$ cat config.mk
export PLATFORM = sky130hd
export DESIGN_NAME = module_serial_rx
export DESIGN_NICKNAME = d
export VERILOG_FILES = /design/src/rtl/module_serial_rx.sv
export SDC_FILE = /design/constraint.sdc
export NUM_CORES = 1
export LEC_CHECK = 0
export CORE_ASPECT_RATIO = 0.7
export CORE_MARGIN = 4
export CORE_UTILIZATION = 40
export CTS_CLUSTER_SIZE = 8
export DETAILED_ROUTE_END_ITERATION = 16
export HOLD_SLACK_MARGIN = 0.03
export PLACE_DENSITY = 0.58
export SLEW_MARGIN = 15
export SYNTH_ARGS = -nofsm -noshare
export SYNTH_HDL_FRONTEND = slang
export SYNTH_SLANG_ARGS = --single-unit
export TNS_END_PERCENT = 1
$ cat constraint.sdc
create_clock -name clk -period 2.3 [get_ports clk]
set_input_delay 0.46 -clock clk [delete_from_list [all_inputs] [get_ports clk]]
set_output_delay 0.46 -clock clk [all_outputs]
set_load 0.01 [all_outputs]
$ cat src/rtl/module_serial_rx.sv
// Asynchronous serial receiver: 8N1-style framing with parameterised bit
// period and word width, oversampled at mid-bit, with a valid/ready output
// port, a frame-error pulse on a low stop bit and an overrun pulse when a
// completed word cannot be handed over.
module module_serial_rx #(
  parameter int CLKS_PER_BIT = 4,
  parameter int DATA_BITS    = 8
) (
  input  logic                 clk,
  input  logic                 rst,
  input  logic                 in,
  output logic [DATA_BITS-1:0] out,
  output logic                 valid,
  input  logic                 ready,
  output logic                 frame_err,
  output logic                 overrun
);

  localparam int CW = (CLKS_PER_BIT > 1) ? $clog2(CLKS_PER_BIT) : 1;
  localparam int BW = (DATA_BITS > 1) ? $clog2(DATA_BITS) : 1;

  localparam logic [CW-1:0] CNT_MAX  = CW'(CLKS_PER_BIT - 1);
  localparam logic [CW-1:0] HALF_M1  = CW'(CLKS_PER_BIT / 2 - 1);
  localparam logic [BW-1:0] LAST_BIT = BW'(DATA_BITS - 1);

  typedef enum logic [2:0] {
    IDLE,
    START,
    DATA,
    STOP,
    WAIT_IDLE
  } state_t;

  state_t               state;
  logic                 sync_p0;
  logic                 sync_p1;
  logic                 line;
  logic [CW-1:0]        cnt;
  logic [BW-1:0]        bit_cnt;
  logic [DATA_BITS-1:0] shreg;

  assign line = sync_p1;

  // Two-flop synchronizer for the asynchronous line; resets to the idle level
  always_ff @(posedge clk or posedge rst) begin
    if (rst) begin
      sync_p0 <= 1'b1;
      sync_p1 <= 1'b1;
    end else begin
      sync_p0 <= in;
      sync_p1 <= sync_p0;
    end
  end

  // Frame FSM plus output register/handshake; reception never waits on ready
  always_ff @(posedge clk or posedge rst) begin
    if (rst) begin
      state     <= IDLE;
      cnt       <= '0;
      bit_cnt   <= '0;
      shreg     <= '0;
      out       <= '0;
      valid     <= 1'b0;
      frame_err <= 1'b0;
      overrun   <= 1'b0;
    end else begin
      frame_err <= 1'b0;
      overrun   <= 1'b0;
      // A transfer drops valid unless a new word reloads it below
      if (valid && ready) begin
        valid <= 1'b0;
      end

      case (state)
        IDLE: begin
          if (!line) begin
            state <= START;
            cnt   <= '0;
          end
        end

        START: begin
          if (cnt == HALF_M1) begin
            cnt     <= '0;
            bit_cnt <= '0;
            // Line back high at mid start bit means it was only a glitch
            state   <= line ? IDLE : DATA;
          end else begin
            cnt <= cnt + 1'b1;
          end
        end

        DATA: begin
          if (cnt == CNT_MAX) begin
            cnt   <= '0;
            shreg <= {line, shreg[DATA_BITS-1:1]};
            if (bit_cnt == LAST_BIT) begin
              state <= STOP;
            end else begin
              bit_cnt <= bit_cnt + 1'b1;
            end
          end else begin
            cnt <= cnt + 1'b1;
          end
        end

        STOP: begin
          if (cnt == CNT_MAX) begin
            cnt <= '0;
            if (line) begin
              state <= IDLE;
              // Slot is free, or is being emptied this very cycle
              if (!valid || ready) begin
                out   <= shreg;
                valid <= 1'b1;
              end else begin
                overrun <= 1'b1;
              end
            end else begin
              frame_err <= 1'b1;
              state     <= WAIT_IDLE;
            end
          end else begin
            cnt <= cnt + 1'b1;
          end
        end

        WAIT_IDLE: begin
          // Hold off until a break ends so it yields a single frame error
          if (line) begin
            state <= IDLE;
          end
        end

        default: state <= IDLE;
      endcase
    end
  end

endmodule

* Yosys cells after proc, flatten, opt, wreduce, memory -nomap -nowiden *
Index checks and enable logic that the tools add are counted.

word-level totals
  register bits after elaboration = 29
  input bits = 4

operators by class
  add/subtract/negate cells = 2
  equality and inequality tests = 14
  muxes and demuxes = 29
  reductions and logical operators = 12

operator list
  kind                   number
  $mux W3                10
  $pmux W3 S5            1
  $ne A2 B2 Y1 const B   7
  $mux W1                12
  $mux W2                4
  $reduce_and A4 Y1      2
  $eq A3 B2 Y1 const B   2
  $eq A3 B3 Y1 const B   2
  $pmux W2 S3            1
  $pmux W3 S2            1
  $reduce_and A6 Y1      1
  $reduce_and A2 Y1      2
  $add A3 B1 Y3 const B  1
  $eq A3 B1 Y1 const B   1
  $logic_not A3 Y1       1
  $reduce_bool A3 Y1     1
  $add A2 B1 Y2 const B  1
  $eq A2 B1 Y1 const B   1
  $eq A2 B2 Y1 const B   1
  $reduce_bool A2 Y1     1
  $reduce_or A2 Y1       1
  $logic_and A1 B1 Y1    1
  $logic_not A1 Y1       1
  $logic_or A1 B1 Y1     1

* Depth between registers and ports, before layout *
  depth after elaboration = 6
  mapped depth = 5
  depth with buffers taken out = 5

* Least setup slack after synthesis *
No wires, ideal clock.

  kind = register to register
  from = register cnt[0]
  to = register out[0]
  library setup time = 0.125 ns
  arrival time = 1.378 ns
  required time = 2.175 ns
  slack = 0.797 ns
  stages on the path, launching flop included = 5
  path buffers = 0
  period minus slack after synthesis = 1.503 ns
  path through = dfrtp_1 ha_1 and4b_2 nand3_4 mux2_2

on the way
  longest elaborated chain between the ends = 2

ends and longest elaborated chain
  item                         line  text
  start: declaration           38    logic [CW-1:0] cnt;
  start signal: assignment     89    cnt <= cnt + 1'b1;
  start signal: assignment     103   cnt <= cnt + 1'b1;
  start signal: assignment     124   cnt <= cnt + 1'b1;
  $eq A2 B2 Y1                 108   if (cnt == CNT_MAX) begin
  $reduce_and A4 Y1 (no line)  -
  end signal: assignment       114   out <= shreg;
  end: declaration             12    output logic [DATA_BITS-1:0] out,

No other way between the ends.
A chain may end at the register's enable or synchronous reset.

* Final worst setup path *
  from = register cnt[0]
  to = register out[4]

Same word-level chain as after synthesis.

==> results.toml <==
[detailed_routing]
drt_iter0_drc = 41
routed_wl_um = 1980
routed_via_density = 5.08
routedWlPerCell_um = 13.5
ant_nets = 0
drc = 0
drt_first_pass_iters = 4
vias = 741

[worst_setup_path]
path_class = "flop to flop"
worst_setup_path_start_kind = "flop"
timing.rr.end = "out[4]"
critical_path_required_ps = 2450
ff2ff_path_depth = 4
end_kind = "flop"
rr_startpoint = "cnt[0]"
ff2ff_setup_slack_ps = 660
arrival_ps = 1800
cp_max_fo = 8

[logic_synthesis]
syn-instance-count = 92
synth_edf_count = 0
yosys_warnings = 0
ys_ff_latch = 29
yosysMostFrequentCell = "dfrtp_1"
synth_area_leaders = "dfrtp_1 53%, mux2_2 15%, ha_1 5.9%"
synth_top_cell_by_area = "dfrtp_1"
synth_top_area_share = 0.527
netlist_area_sq_mm = 0.00128
synth.avg_cell_area_sq_um = 13.9
synth-main-ff-cell = "dfrtp_1"
synth_fp_nets = 102
synth_cell_types = 25
synthArstFlopShare = 1.00
seq_area_frac_synth = 0.568
synth_common_cells = "27 x dfrtp_1, 17 x mux2_2, 7 x nor2_1, 6 x ha_1, 5 x nand2_1"

[die]
die_height_um = 55.4
ios = 15
core_sq_mm = 0.00292
die_x_um = 75.6
num_rows = 16
start_util = 0.438
die-area_sq_mm = 0.00419

[clocking]
cts_setup_buffers = 0
post_cts_resize_count = 0
root_buffer = "clkbuf_8"
clock_path_buffers = 2
clock_latency_ps = 270
cts.htree.levels = 2
postCtsHoldBufs = 0
cts.clk_slew.worst_paths_ps = 60
cts_made_buffers = 5
cts_tree = "built"
clock_sinks = 29

[global_routing]
antenna_found_initial = 0
grt.total_usage = 0.108
grt-ovfl-total = 0
grt_pass1_vias = 716
grt_pass1_wl_um = 3360
grt_max_degree = 30

[sta]
drv_slew = 0
finalSetupViolCount = 0
period_minus_slack_ps = 1640
fmax_ghz = 0.608
tns_ps = 0
final-hold-violation-count = 0
skew_ps = 6.29
grt_setup_unrepaired = "no"
relSlewSlack = 0.710
worstMarginPinSlew_ps = 433
fin_crit_sh = 0.715

[placed_design]
dp_hpwl_um = 1400
io_buffers = 14
place_congestion = 0.803

[cells_and_area]
n_fill_cell = 257
drive_gt1_frac = 0.273
final_core_util = 0.522
multi_input_area_sq_um = 508
antenna_cells = 0
regArea_sq_um = 728
synthToLayoutAreaGrowth_pct = 19.1
nets = 120

[run]
maxCapViolations = 0

[power_and_ir_drop]
max-vdd-ir-drop_v = 0.000505
power.density_mw_per_mm2 = 975
p_leak_nw = 0.727

[hold_path]
hp-start = "sync_p0"
hold_class = "flop to flop"
hold_end = "line"
hold_depth = 0

[status]
outcome = "finished, final reports clean"
## sequential cells by signal, summed over array words and instances, names as in the netlist, 2 cells and up
| name | flops |
|---|---|
| bit_cnt | 3 |
| state | 3 |
| shreg | 8 |
| out | 8 |
| cnt | 2 |
## area by class of cell
class                      count  share of cell area
multi-input combinational     56               0.333
clock buffer                   7              0.0566
timing repair buffer          15              0.0967
sequential                    29               0.477
tap                           36              0.0295
inverter                       3             0.00738
## per-stage QoR
stage               setup slack [ps]  std cells  instance area (sq um)  power (mW)  hold WS [ps]
floorplan                        797         92                   1280        1.01           345
global placement                 528        139                   1440        1.08           346
detailed placement               508        139                   1440        1.10           348
CTS                              647        146                   1530        1.51           356
global route                     564        146                   1530        1.59           362
finish                           656        146                   1530        1.49           355
## power breakdown
part / internal [mW] / switching (mW)
Combinational: 0.211 / 0.149
Sequential: 0.608 / 0.118
Clock: 0.236 / 0.166
Total: 1.06 / 0.433
## placed cells by master (no fill, tap or decap), drive strengths merged
cell type       n
nor3            1
mux2i           2
dfstp           2
and4b           1
ha              6
a2bb2oi         1
nor2b           2
buf             1
clkbuf          7
o22a            1
clkdlybuf4s50  14
dfrtp          27
inv             3
a22o            2
o21ai           2
a21o            1
or2b            1
nand4bb         1
nand2           5
nand3b          1
a21oi           2
nand3           1
nor2            7
nor3b           1
mux2           17
mux4            1
## kinds of logic after synthesis
| group | after synthesis | share of synthesized area |
|---|---|---|
| flops | 29 | 0.568 |
| fa+ha+maj | 6 | 0.0586 |
| mux | 20 | 0.183 |
| buf+inv | 7 | 0.0352 |
| compound gates | 9 | 0.0488 |
| simple gates | 21 | 0.106 |
## metal layers
layer	GRT usage	vias to the layer above	routed length [um]
met3	0.0453	5	122
li1	-	358	-
met4	0.0524	0	46
met2	0.143	16	806
met5	0	-	0
met1	0.151	362	1000
## worst max-delay path, cell delays in order (launching register included)
cell and delay (ps):
dfrtp_1 420, ha_1 290, and4b_2 310, nand3_4 150, mux2_2 360
## worst max-delay path by stage
stage | start | endpoint | slack (ps) | depth (start not counted)
CTS | cnt[0] | out[4] | 650 | 4
global route | cnt[1] | out[4] | 560 | 4
detailed placement | ready | out[4] | 510 | 4
finish | cnt[0] | out[4] | 660 | 4
floorplan | cnt[0] | out[0] | 800 | 4
global placement | ready | out[5] | 530 | 4
Power figures use the tool's default switching activity.
